[config.mk]
export PLATFORM = sky130hd
export DESIGN_NAME = alu_rb_sequencer
export DESIGN_NICKNAME = d
export VERILOG_FILES = /design/src/rtl/alu_rb_sequencer.sv
export SDC_FILE = /design/constraint.sdc
export NUM_CORES = 1
export LEC_CHECK = 0
export CORE_UTILIZATION = 40
export CTS_BUF_LIST = sky130_fd_sc_hd__clkbuf_16
export CTS_CLUSTER_SIZE = 12
export DETAILED_ROUTE_END_ITERATION = 8
export GPL_TIMING_DRIVEN = 0
export PLACE_DENSITY = 0.8
export SLEW_MARGIN = 10
export SYNTH_ARGS = -nofsm -noshare
export SYNTH_HDL_FRONTEND = slang
export SYNTH_SLANG_ARGS = --single-unit
[constraint.sdc]
create_clock -name clk -period 2 [get_ports clk]
set_input_delay 0.5 -clock clk [delete_from_list [all_inputs] [get_ports clk]]
set_output_delay 0.5 -clock clk [all_outputs]
set_load 0.005 [all_outputs]
[src/rtl/alu_rb_sequencer.sv]
// ---------------------------------------------------------------------------
// alu_rb_sequencer
//
// Purpose:
//   Accepts one 32-bit instruction at a time and turns it into the per-cycle
//   control strobes for an ALU + register-bank stage (R0-R7).
//   ALU reg-reg instructions take two cycles (EXEC then WB). LOADI and NOP
//   take one cycle. Rejected instructions take one ERR cycle.
//
//   Handshake: an instruction transfers on a rising edge where in_valid and
//   in_ready are both 1. in_ready is 1 only in IDLE. While the block is busy,
//   in_valid and in_instr are ignored. in_instr and in_imm are captured on the
//   transfer edge.
//
// Ports:
//   clk, rst_n          clock; asynchronous active-low reset
//   in_valid/in_ready   instruction handshake
//   in_instr            [31:30] kind, [29:26] alu op, [25:22] rd,
//                       [21:18] rs1, [17:14] rs2, [13:0] unused
//   in_imm              LOADI immediate
//   op                  ALU opcode
//   rp1, rp2            read-port enables
//   ap1, ap2            read addresses
//   wp                  write-port enable
//   w                   write source (1 = ext_write, 0 = ALU result)
//   apw                 write address
//   ext_write           external write data
//   done                retire pulse
//   illegal             reject pulse
//   busy                high whenever the state is not IDLE
//   retired             wrapping count of retired instructions
//   dbg_state           current FSM state, for observation only
// ---------------------------------------------------------------------------
module alu_rb_sequencer (
  input  logic        clk,
  input  logic        rst_n,
  input  logic        in_valid,
  output logic        in_ready,
  input  logic [31:0] in_instr,
  input  logic [31:0] in_imm,
  output logic [3:0]  op,
  output logic        rp1,
  output logic        rp2,
  output logic [3:0]  ap1,
  output logic [3:0]  ap2,
  output logic        wp,
  output logic        w,
  output logic [3:0]  apw,
  output logic [31:0] ext_write,
  output logic        done,
  output logic        illegal,
  output logic        busy,
  output logic [15:0] retired,
  output logic [2:0]  dbg_state
);

  typedef enum logic [2:0] {
    S_IDLE = 3'd0,
    S_EXEC = 3'd1,
    S_WB   = 3'd2,
    S_LOAD = 3'd3,
    S_NOP  = 3'd4,
    S_ERR  = 3'd5
  } state_t;

  localparam logic [1:0] K_ALU   = 2'b00;
  localparam logic [1:0] K_LOADI = 2'b01;
  localparam logic [1:0] K_NOP   = 2'b10;

  localparam logic [3:0] OP_NOT  = 4'd5;
  localparam logic [3:0] OP_MAX  = 4'd8;

  state_t      r_state;
  logic        r_in_ready;
  logic [3:0]  r_op;
  logic        r_rp1;
  logic        r_rp2;
  logic [3:0]  r_ap1;
  logic [3:0]  r_ap2;
  logic        r_wp;
  logic        r_w;
  logic [3:0]  r_apw;
  logic [31:0] r_ext_write;
  logic        r_done;
  logic        r_illegal;
  logic        r_busy;
  logic [15:0] r_retired;
  logic [3:0]  r_rd;

  // Field decode of the offered instruction.
  logic [1:0]  w_kind;
  logic [3:0]  w_alu_op;
  logic [3:0]  w_rd;
  logic [3:0]  w_rs1;
  logic [3:0]  w_rs2;
  logic        w_is_not;
  logic        w_alu_legal;
  logic        w_load_legal;
  logic        w_unused_bits;

  assign w_kind   = in_instr[31:30];
  assign w_alu_op = in_instr[29:26];
  assign w_rd     = in_instr[25:22];
  assign w_rs1    = in_instr[21:18];
  assign w_rs2    = in_instr[17:14];
  assign w_unused_bits = ^in_instr[13:0];

  assign w_is_not = (w_alu_op == OP_NOT);

  // Register addresses 8-15 have bit 3 set. NOT has no second operand, so rs2
  // is not checked for it; LOADI only writes rd, so only rd is checked.
  assign w_alu_legal  = (w_kind == K_ALU) && (w_alu_op <= OP_MAX) &&
                        !w_rd[3] && !w_rs1[3] && (w_is_not || !w_rs2[3]);
  assign w_load_legal = (w_kind == K_LOADI) && !w_rd[3];

  // All outputs are registered and describe the current state. Because every
  // register is asynchronously reset, the strobes, done and busy fall the
  // moment rst_n goes low, which aborts an in-flight instruction.
  always_ff @(posedge clk or negedge rst_n) begin
    if (!rst_n) begin
      r_state     <= S_IDLE;
      r_in_ready  <= 1'b1;
      r_op        <= '0;
      r_rp1       <= 1'b0;
      r_rp2       <= 1'b0;
      r_ap1       <= '0;
      r_ap2       <= '0;
      r_wp        <= 1'b0;
      r_w         <= 1'b0;
      r_apw       <= '0;
      r_ext_write <= '0;
      r_done      <= 1'b0;
      r_illegal   <= 1'b0;
      r_busy      <= 1'b0;
      r_retired   <= '0;
      r_rd        <= '0;
    end else begin
      // Quiet defaults: the state arms below set only what they drive.
      r_in_ready  <= 1'b0;
      r_op        <= '0;
      r_rp1       <= 1'b0;
      r_rp2       <= 1'b0;
      r_ap1       <= '0;
      r_ap2       <= '0;
      r_wp        <= 1'b0;
      r_w         <= 1'b0;
      r_apw       <= '0;
      r_ext_write <= '0;
      r_done      <= 1'b0;
      r_illegal   <= 1'b0;
      r_busy      <= 1'b0;

      // The count follows the done pulse that is visible this cycle.
      if (r_done) begin
        r_retired <= r_retired + 16'd1;
      end

      case (r_state)
        S_IDLE: begin
          if (in_valid) begin
            r_rd   <= w_rd;
            r_busy <= 1'b1;
            if (w_alu_legal) begin
              r_state <= S_EXEC;
              r_op    <= w_alu_op;
              r_ap1   <= w_rs1;
              r_ap2   <= w_rs2;
              r_rp1   <= 1'b1;
              r_rp2   <= !w_is_not;
            end else if (w_load_legal) begin
              r_state     <= S_LOAD;
              r_wp        <= 1'b1;
              r_w         <= 1'b1;
              r_apw       <= w_rd;
              r_ext_write <= in_imm;
              r_done      <= 1'b1;
            end else if (w_kind == K_NOP) begin
              r_state <= S_NOP;
              r_done  <= 1'b1;
            end else begin
              r_state   <= S_ERR;
              r_illegal <= 1'b1;
            end
          end else begin
            r_in_ready <= 1'b1;
          end
        end

        S_EXEC: begin
          // Read side is held through WB so the ALU result stays stable while
          // it is written back.
          r_state <= S_WB;
          r_busy  <= 1'b1;
          r_op    <= r_op;
          r_ap1   <= r_ap1;
          r_ap2   <= r_ap2;
          r_rp1   <= r_rp1;
          r_rp2   <= r_rp2;
          r_wp    <= 1'b1;
          r_w     <= 1'b0;
          r_apw   <= r_rd;
          r_done  <= 1'b1;
        end

        default: begin
          // WB, LOAD, NOP and ERR all last one cycle and return to IDLE.
          r_state    <= S_IDLE;
          r_in_ready <= 1'b1;
        end
      endcase
    end
  end

  assign in_ready  = r_in_ready;
  assign op        = r_op;
  assign rp1       = r_rp1;
  assign rp2       = r_rp2;
  assign ap1       = r_ap1;
  assign ap2       = r_ap2;
  assign wp        = r_wp;
  assign w         = r_w;
  assign apw       = r_apw;
  assign ext_write = r_ext_write;
  assign done      = r_done;
  assign illegal   = r_illegal;
  assign busy      = r_busy;
  assign retired   = r_retired;
  assign dbg_state = r_state;

endmodule
==> PnR_summary.wiki, run 1 <==
{| class="wikitable"
! Metric !! Value
|-
| Worst min-delay path class || in -> async
|-
| Detailed route wirelength on metal3 || 445 µm
|-
| Core Area || 6870 µm²
|-
| Row cnt || 30
|-
| Sequential cell area fraction in the yosys report || 68.7%
|-
| Number of antenna violations at the first check in global routing || 0
|-
| Post-synthesis average cell area || ~13 µm²
|-
| Num CTS Buffers || 9
|-
| Hold violation count in the final report || 0
|-
| Clock Latency Late Sink || 0.32 ns
|-
| Top Layer Used || met4
|-
| Effective utilization at floorplan || 41.9%
|-
| Post-route DRC || 0
|-
| Worst slew pin tran || ~0.52 ns
|-
| Setup skew after layout || 0.00517 ns
|-
| Worst setup path category || in -> reg
|-
| Placed standard-cell area || 4300 µm²
|-
| Number of filler instances in the final layout || 530
|-
| CP Capture Type || flip-flop
|-
| Largest net degree at the start of global routing || 68
|-
| Clock group share of total power || 36.4%
|-
| Count leader, synth || dfrtp_1
|-
| Hold-fix buffers, CTS || 0
|-
| Minimum clock period after layout || 1.96 ns
|-
| Per-cell routed wire length || between 10 and 15 µm
|-
| Worst hold slack after final layout || roughly 0.023 ns
|-
| Dominant cells by area after synthesis || dfrtp_1, and2_1, a22o_1
|-
| Number of failing setup endpoints in the final timing report || 0
|-
| Remaining number of nets flagged by the antenna check after routing || 0
|-
| Worst relative slew slack || 65.4%
|-
| Result of the run || complete, no violations
|-
| Vertical die dimension || roughly 87 µm
|-
| Share of synthesized cell area in full adder, half adder and majority cells || 0.434%
|-
| Post-synthesis instance area || ~2900 µm²
|-
| Met1 routed wirelength after detailed routing || 2.82 mm
|-
| Post-synthesis cell count || about 210
|-
| Total Wirelength || 6.78 mm
|-
| Area share of xor/xnor cells in the synthesized design || between 4 and 5%
|-
| Ys flop type || dfrtp_1
|-
| Number of H-tree branching levels || 3
|-
| Post-synth top cells || dfrtp_1, and2_1, nand2_1, a22o_1, xor2_1
|-
| DR pass1 iterations || 4
|-
| Max Transition Viols Final || 0
|-
| Number of storage elements in the synthesis netlist || 79
|-
| Wire length on met2 || 3.43 mm
|-
| Clk buf depth || 2
|-
| Total Routing Usage GR || approximately a fifth
|-
| Combinational family with the most area after synthesis || simple AND/OR/NAND/NOR gates
|-
| Crit path from || in_instr[28]
|-
| IO Count || 142
|-
| Fraction of layout instances using a drive strength above 1 || 9.14%
|-
| Origin of the critical flop-to-flop path || dbg_state[0]
|-
| Critical path arrival || 2.22 ns
|-
| Number of sinks driven by the clock tree || 79
|-
| Basic-gate share of the synthesized area counting and, or, nand and nor cells || around 17%
|-
| Count of flip-flops with a built-in enable after synthesis || 0
|-
| Inserted Diodes || 0
|-
| Nets || 424
|-
| Cell taking the most area after synthesis || dfrtp_1
|-
| Total of max-cap violations || 0
|-
| Mux share of post-synthesis cell area || 0.391%
|-
| Routed via count || 2147
|-
| Static Leakage || between 2 and 2.5 nW
|-
| Share of the synthesized area in the top cell type || roughly two thirds
|-
| Final design area excluding fillers || 4610 µm²
|-
| Clock root buffer || clkbuf_16
|-
| Number of distinct library cells after synthesis || 35
|-
| Number of port buffers || 127
|-
| Detailed Route Iter0 Violations || 90
|-
| Switching portion of total power || approximately a quarter
|-
| Psw || 0.978 mW
|-
| Area overhead of the layout relative to synthesis || 59.9%
|-
| CTS tree || yes
|-
| Period Utilization, post-route || between 90% and 100%
|-
| Compound-gate portion of the synthesized area || 7.12%
|-
| FMAX || 0.510 GHz
|-
| Crit path max fanout || 10
|-
| Power per Cell Area || 857 nW/µm²
|-
| Die Wd || 86.9 µm
|-
| Power Internal || slightly below 3 mW
|-
| Share of synthesized registers carrying an async set or reset || between 90% and 100%
|-
| Required time at the worst-slack endpoint || ~2.3 ns
|-
| Wire length of the first global-routing pass || between 10 and 15 mm
|-
| Final weighted congestion of routability-driven global placement || 0.763
|-
| Category of the worst setup path launch point || primary input
|-
| Overall die area || ~7500 µm²
|-
| Share of total power in combinational logic || 16.1%
|-
| Via count of the first global-routing pass || 2211
|-
| Largest vdd supply drop || 0.000448 V
|-
| Final HPWL DP || 4.80 mm
|-
| Synth warn || 0
|-
| Via count normalized by instance count || about 4.7
|-
| Congestion Overflow GR || 0
|-
| Fraction of power consumed by sequential logic || a little under half
|-
| Synthesized netlist net count || 282
|-
| Clock Pin Slew Worst Setup and Hold Paths || 0.06 ns
|}
[final timing paths]
kind | cells after the start | slack (ns) | end
max | 5 | 0.04 | op[1]
min in group clk | 1 | 0.47 | retired[15]
min | 1 | 0.02 | retired[4]
max reg2reg | 5 | 0.11 | op[1]
min reg2reg | 1 | 0.47 | retired[15]
max in group asynchronous | 2 | 1.41 | ap1[2]
[cells by family (layout without fill, tap and decap cells)]
group	after synthesis	in the layout
mux	1	1
flops	79	79
simple gates	84	84
compound gates	23	23
fa+ha+maj	1	1
xor+xnor	15	15
buf+inv	11	158
[cell usage in the layout, fill, tap and decap left out, types with 2 or more instances in the layout]
master and n:
dfrtp_1 78, clkdlybuf4s50_1 125, buf_4 4, clkbuf_1 3, nand2_1 16, inv_1 3, buf_6 2, xor2_1 10
clkbuf_16 9, nand4_1 5, or2_1 2, clkinvlp_4 3, and3_1 2, nor4_1 5, clkinv_2 2, nor3_1 4
xnor2_1 5, clkinv_1 2, nand3_1 4, or4_4 2, clkbuf_2 2, and2_1 33, nor2_1 5, a22o_1 15
[state kept, by name (all words and copies together), names as in the netlist]
| name | flops |
|---|---|
| ext_write | 32 |
| done | 1 |
| busy | 1 |
| illegal | 1 |
| ap2 | 4 |
| in_ready | 1 |
| w | 1 |
| retired | 16 |
| wp | 1 |
| rp2 | 1 |
| ap1 | 4 |
| r_rd | 4 |
| rp1 | 1 |
| apw | 4 |
| dbg_state | 3 |
| op | 4 |
[critical path, cell delays in order]
cell and delay (ns):
clkdlybuf4s50_1 0.52, or4bb_4 0.59, a311oi_4 0.29, buf_6 0.19, a22o_1 0.13
[layout make-up]
| cell class | count | area, µm² | share of cell area [%] |
|---|---|---|---|
| flip-flops and latches | 79 | 1980 | 43.0 |
| repair buffers | 131 | 1320 | 28.6 |
| multi-input cells | 124 | 865 | 18.8 |
| clock buffers | 9 | 225 | 4.89 |
| well taps | 96 | 120 | 2.61 |
| plain buffers | 8 | 48.8 | 1.06 |
| clock inverters | 7 | 40.0 | 0.869 |
| inverters | 3 | 11.3 | 0.244 |
[power by group through the flow]
stage	registers [mW]	clock network (mW)	logic (mW)
after floorplan	1.89	0	0.205
after global placement	1.89	0	0.605
after detailed placement	1.90	0	0.629
after CTS	1.87	1.47	0.644
after global routing	1.90	1.55	0.702
final	1.88	1.43	0.636
[per-layer routing]
layer,GRT usage [%],vias to the layer above
met1,23.6,1046
met4,7.88,0
met2,31.8,84
met5,0,-
met3,5.78,8
li1,-,1009
[stage by stage]
step	cells	utilization, %	setup TNS [ns]	setup slack (ns)	power, mW
finish	457	67.0	0	0.0408	3.95
global route	457	67.0	-0.0379	-0.0170	4.15
CTS	457	66.9	0	0.0227	3.98
detailed placement	438	62.6	-21.77	-0.600	2.53
global placement	437	62.2	-195.31	-2.24	2.50
floorplan	214	-	0	0.203	2.09
[what timing repair did]
item                       4_1_cts  5_1_grt
setup buffers                    3        0
setup endpoints to repair       39       16
gates resized for setup          4        4
pin swaps                        1        1
Note: power is estimated with default switching activity, not from simulation.
==> run 2: changes to the inputs <==
Settings changed: CORE_UTILIZATION 40 to 41, CTS_BUF_LIST sky130_fd_sc_hd__clkbuf_16 to sky130_fd_sc_hd__clkbuf_2, PLACE_DENSITY 0.8 to 0.81.
==> PnR_summary.wiki, run 2 (same netlist as run 1, synthesis figures left out) <==
{| class="wikitable"
! Metric !! Value
|-
| Result of the run || complete, no violations
|-
| Minimum clock period after layout || between 1.5 and 2 ns
|-
| Row cnt || 30
|-
| Category of the worst setup path launch point || primary input
|-
| Wire length of the first global-routing pass || about 10 mm
|-
| Area overhead of the layout relative to synthesis || 58.6%
|-
| Hold violation count in the final report || 0
|-
| Area taken by flip-flops and latches || a little under 2000 µm²
|-
| Number of failing setup endpoints in the final timing report || 0
|-
| Worst hold slack after final layout || 0.464 ns
|-
| Via count normalized by instance count || 4.65
|-
| Post-route DRC || 0
|-
| Final weighted congestion of routability-driven global placement || around 0.75
|-
| Die Wd || 85.8 µm
|-
| Worst slew pin tran || roughly 0.42 ns
|-
| Clock root buffer || clkbuf_2
|-
| Total Wirelength || roughly 6.6 mm
|-
| Final HPWL DP || around 4.6 mm
|-
| Area of combinational cells with multiple inputs || 853 µm²
|-
| Placed standard-cell area || 4300 µm²
|-
| Effective utilization at floorplan || 42.4%
|-
| FMAX || around 0.52 GHz
|-
| Number of filler instances in the final layout || 511
|-
| Setup skew after layout || 0.0240 ns
|-
| Number of antenna violations at the first check in global routing || 0
|-
| Number of sinks driven by the clock tree || about 80
|-
| Final design area excluding fillers || 4570 µm²
|-
| Number of H-tree branching levels || 3
|-
| Worst setup path category || in -> reg
|-
| Largest vdd supply drop || roughly 0.00037 V
|-
| Number of cells after detailed placement || 438
|-
| Number of flip-flops under the largest register name || 32
|-
| Largest net degree at the start of global routing || 50
|-
| Inserted Diodes || 0
|-
| Total Routing Usage GR || 18.4%
|-
| Fraction of layout instances using a drive strength above 1 || 12.6%
|-
| Static Leakage || 2.19 nW
|-
| Congestion Overflow GR || 0
|-
| IO Count || around 140
|-
| Per-cell routed wire length || 14.1 µm
|-
| Routed via count || 2183
|-
| Vertical die dimension || ~86 µm
|-
| Total of max-cap violations || 0
|-
| Core Area || 6790 µm²
|-
| Nets || 436
|-
| Power per Cell Area || approximately 770 nW/µm²
|-
| Critical path arrival || 2.33 ns
|-
| Clk buf depth || 2
|-
| Final cell count without fillers || 469
|-
| Period Utilization, post-route || 96.2%
|-
| RSZ-0062 raised after global routing || no
|-
| Via count of the first global-routing pass || 2199
|-
| Clock Latency Late Sink || approximately 0.48 ns
|-
| DR pass1 iterations || 4
|-
| Clock Pin Slew Worst Setup and Hold Paths || 0.21 ns
|-
| Detailed Route Iter0 Violations || 77
|-
| Overall die area || 7360 µm²
|-
| Num CTS Buffers || 9
|-
| Worst relative slew slack || 71.8%
|-
| Sum of negative setup slack || 0 ns
|-
| Max Transition Viols Final || 0
|-
| Number of port buffers || 127
|-
| R2R Setup Slk || 0.14 ns
|-
| CTS tree || yes
|-
| Most common cell after layout, fill and taps aside || clkdlybuf4s50_1
|-
| Remaining number of nets flagged by the antenna check after routing || 0
|-
| CP Capture Type || flip-flop
|-
| Required time at the worst-slack endpoint || 2.41 ns
|-
| Crit path max fanout || 10
|-
| Leading cell types in the layout, fill and taps excluded || clkdlybuf4s50_1, dfrtp_1, and2_1
|-
| Worst min-delay path class || in -> async
|}
[run 2: power by group]
| group | internal (mW) | switching (mW) |
|---|---|---|
| Combinational | 0.446 | 0.295 |
| Sequential | 1.74 | 0.0837 |
| Clock | 0.426 | 0.511 |
| Total | 2.62 | 0.890 |
[run 2: area by class of cell]
cell class	count	share of cell area, %
flip-flops and latches	79	43.4
repair buffers	144	31.2
multi-input cells	124	18.7
well taps	96	2.63
clock inverters	4	1.56
clock buffers	12	1.31
plain buffers	7	1.01
inverters	3	0.246
[run 2: path summary, 6_finish.rpt]
| kind | start | end | cells past startpoint |
|---|---|---|---|
| setup / recovery | in_instr[30] | ap1[0] | 5 |
| hold / removal | rst_n | retired[14] | 2 |
| setup reg to reg | dbg_state[0] | ap1[0] | 5 |
| hold reg to reg | retired[15] | retired[15] | 1 |
| max in group asynchronous | rst_n | ext_write[14] | 3 |
| min in group clk | retired[15] | retired[15] | 1 |
[run 2: per-stage QoR]
stage	setup slack [ns]	power (mW)	utilization, %
2_1_floorplan	0.203	2.09	-
3_3_place_gp	-2.22	2.50	62.9
3_5_place_dp	-0.563	2.53	63.2
4_1_cts	0.000957	3.52	66.2
5_1_grt	0.00396	3.70	67.3
6_report	0.0751	3.51	67.3
[run 2: metal layers]
metal	track usage, %	wire, µm	vias to the layer above
met5	0	0	-
met2	30.5	3320	78
li1	-	-	1042
met3	4.04	315	11
met1	22.9	2850	1052
met4	8.79	126	0
[run 2: worst max-delay path, stage by stage]
cell and delay [ns]:
clkdlybuf4s50_1 0.49, or4_1 0.63, a311oi_4 0.39, buf_6 0.19, a22o_1 0.12
[run 2: repair_timing]
action	CTS	global route
hold buffers	1	0
endpoints found under the hold margin	29	0
buffers inserted	7	8
resized for setup	8	8
endpoints found under the setup margin	37	26
==> run 3: changes to the inputs <==
Settings changed: CTS_BUF_LIST sky130_fd_sc_hd__clkbuf_2 to sky130_fd_sc_hd__clkbuf_8.
==> PnR_summary.wiki, run 3 (same netlist as run 1, synthesis figures left out) <==
{| class="wikitable"
! Metric !! Value
|-
| Result of the run || complete, no violations
|-
| Worst min-delay path class || in -> async
|-
| Sequence of cells on the critical path || clkdlybuf4s50_1 -> or4bb_4 -> a311oi_4 -> buf_4 -> a22o_1
|-
| Number of H-tree branching levels || 3
|-
| Congestion Overflow GR || 0
|-
| Via count of the first global-routing pass || 2167
|-
| Clk buf depth || 2
|-
| Power per Cell Area || 823 nW/µm²
|-
| Sum of negative setup slack || 0 ns
|-
| Per-cell routed wire length || 14.0 µm
|-
| CP Capture Type || flip-flop
|-
| Post-route DRC || 0
|-
| Number of filler instances in the final layout || around 500
|-
| Final weighted congestion of routability-driven global placement || 0.751
|-
| Total Routing Usage GR || 17.7%
|-
| Area taken by flip-flops and latches || between 1500 and 2000 µm²
|-
| Final HPWL DP || 4.61 mm
|-
| Overall die area || 7360 µm²
|-
| Clock root buffer || clkbuf_8
|-
| Largest vdd supply drop || 0.000410 V
|-
| Number of cells after detailed placement || around 440
|-
| Origin of the critical flop-to-flop path || dbg_state[0]
|-
| Category of the worst setup path launch point || primary input
|-
| Inserted Diodes || 0
|-
| Hold-fix buffers, CTS || 0
|-
| Crit path max fanout || 5
|-
| Number of sinks driven by the clock tree || 79
|-
| RSZ-0062 raised after global routing || no
|-
| Static Leakage || 2.17 nW
|-
| Minimum clock period after layout || 1.95 ns
|-
| Wire length of the first global-routing pass || 10.1 mm
|-
| Number of antenna violations at the first check in global routing || 0
|-
| Detailed Route Iter0 Violations || 89
|-
| Number of port buffers || 127
|-
| Area overhead of the layout relative to synthesis || 59.5%
|-
| Required time at the worst-slack endpoint || 2.27 ns
|-
| Via count normalized by instance count || approximately 4.7
|-
| Worst slew pin tran || 0.494 ns
|-
| Core Area || around 6800 µm²
|-
| Max Transition Viols Final || 0
|-
| Largest net degree at the start of global routing || 50
|-
| Leading cell types in the layout, fill and taps excluded || clkdlybuf4s50_1, dfrtp_1, and2_1
|-
| IO Count || ~140
|-
| Clock Latency Late Sink || roughly 0.33 ns
|-
| FF-to-FF path depth || 5
|-
| Nets || 427
|-
| Final cell count without fillers || 460
|-
| Die Wd || ~86 µm
|-
| Worst relative slew slack || approximately 67%
|-
| Worst setup path category || in -> reg
|-
| Remaining number of nets flagged by the antenna check after routing || 0
|-
| FMAX || 0.512 GHz
|-
| Total of max-cap violations || 0
|-
| Hold violation count in the final report || 0
|-
| Final design area excluding fillers || around 4600 µm²
|-
| DR pass1 iterations || 4
|-
| Clock Pin Slew Worst Setup and Hold Paths || roughly 0.08 ns
|-
| Number of flip-flops under the largest register name || 32
|-
| Setup skew after layout || 0.00853 ns
|-
| Effective utilization at floorplan || between 40% and 50%
|-
| R2R Setup Slk || 0.11 ns
|-
| Placed standard-cell area || about 4300 µm²
|-
| Max stage delay on crit path || 0.56 ns
|-
| Post-Route Utilization || 67.6%
|-
| Critical-path cell with the highest stage delay || or4bb_4
|-
| Fraction of layout instances using a drive strength above 1 || 9.89%
|-
| Most common cell after layout, fill and taps aside || clkdlybuf4s50_1
|-
| Critical path arrival || 2.22 ns
|-
| Period Utilization, post-route || 97.6%
|-
| Routed via count || around 2200
|-
| Area of combinational cells with multiple inputs || between 800 and 900 µm²
|-
| Num CTS Buffers || 9
|-
| Crit path from || in_instr[29]
|-
| Row cnt || 30
|-
| Total Wirelength || 6.46 mm
|-
| Reg2Reg Capture Point || op[2]
|-
| Number of failing setup endpoints in the final timing report || 0
|-
| CTS tree || yes
|-
| Vertical die dimension || 85.8 µm
|}
==> run 3: cell types whose count changed in the layout (fill, tap and decap cells not counted), moves of 2 or more <==
cell | before | now
dfrtp_2 | 3 | 0
buf_4 | 16 | 7
inv_1 | 3 | 6
clkbuf_2 | 15 | 3
dfrtp_1 | 75 | 78
dlygate4sd2_1 | 3 | 0
clkdlybuf4s50_1 | 119 | 121
or4_1 | 2 | 0
clkbuf_8 | 0 | 10
or4_4 | 0 | 2
==> run 3: per-layer routing <==
| layer | track usage (%) | vias to the layer above | routed length, µm |
|---|---|---|---|
| met3 | 4.04 | 12 | 344 |
| met1 | 22.5 | 1051 | 2800 |
| met4 | 8.18 | 0 | 149 |
| met5 | 0 | - | 0 |
| met2 | 29.0 | 85 | 3170 |
| li1 | - | 1021 | - |
==> run 3: cell type report <==
| cell class | count | share of cell area (%) |
|---|---|---|
| Timing Repair Buffer | 134 | 29.5 |
| Sequential cell | 79 | 43.1 |
| Clock inverter | 6 | 1.72 |
| Multi-Input combinational cell | 124 | 18.8 |
| Tap cell | 96 | 2.61 |
| Inverter | 3 | 0.245 |
| Buffer | 8 | 1.09 |
| Clock buffer | 10 | 3.00 |
==> run 3: through the flow <==
| stage | setup WS (ns) | total power [mW] | hold WS [ns] |
|---|---|---|---|
| floorplan | 0.203 | 2.09 | 0.204 |
| global placement | -2.22 | 2.50 | 0.455 |
| detailed placement | -0.563 | 2.53 | 0.459 |
| CTS | 0.000685 | 3.79 | 0.102 |
| global route | 0.00520 | 3.96 | 0.116 |
| finish | 0.0480 | 3.78 | 0.0907 |
==> run 3: what timing repair did <==
action	4_1_cts	5_1_grt
pin swaps	1	2
endpoints found under the setup margin	33	32
setup buffers	1	4
resized for setup	4	9
cloned	0	1
==> run 3: report_power, final <==
part | total [mW] | internal [mW] | switching (mW)
clock | 1.27 | 0.725 | 0.543
combinational | 0.644 | 0.403 | 0.241
sequential | 1.87 | 1.74 | 0.128
==> run 3: how the worst max path moves through the flow <==
stage                     to  depth (start not counted)
4_1_cts                op[0]                          6
6_report               op[2]                          5
3_3_place_gp   ext_write[12]                          1
5_1_grt                op[3]                          5
3_5_place_dp   ext_write[15]                          6
2_1_floorplan         ap1[0]                          4
==> run 3: worst max-delay path, delay by kind of cell <==
kind | cells | cell delay (ns)
buf+inv | 2 | 0.66
simple gates | 1 | 0.56
compound gates | 2 | 0.51
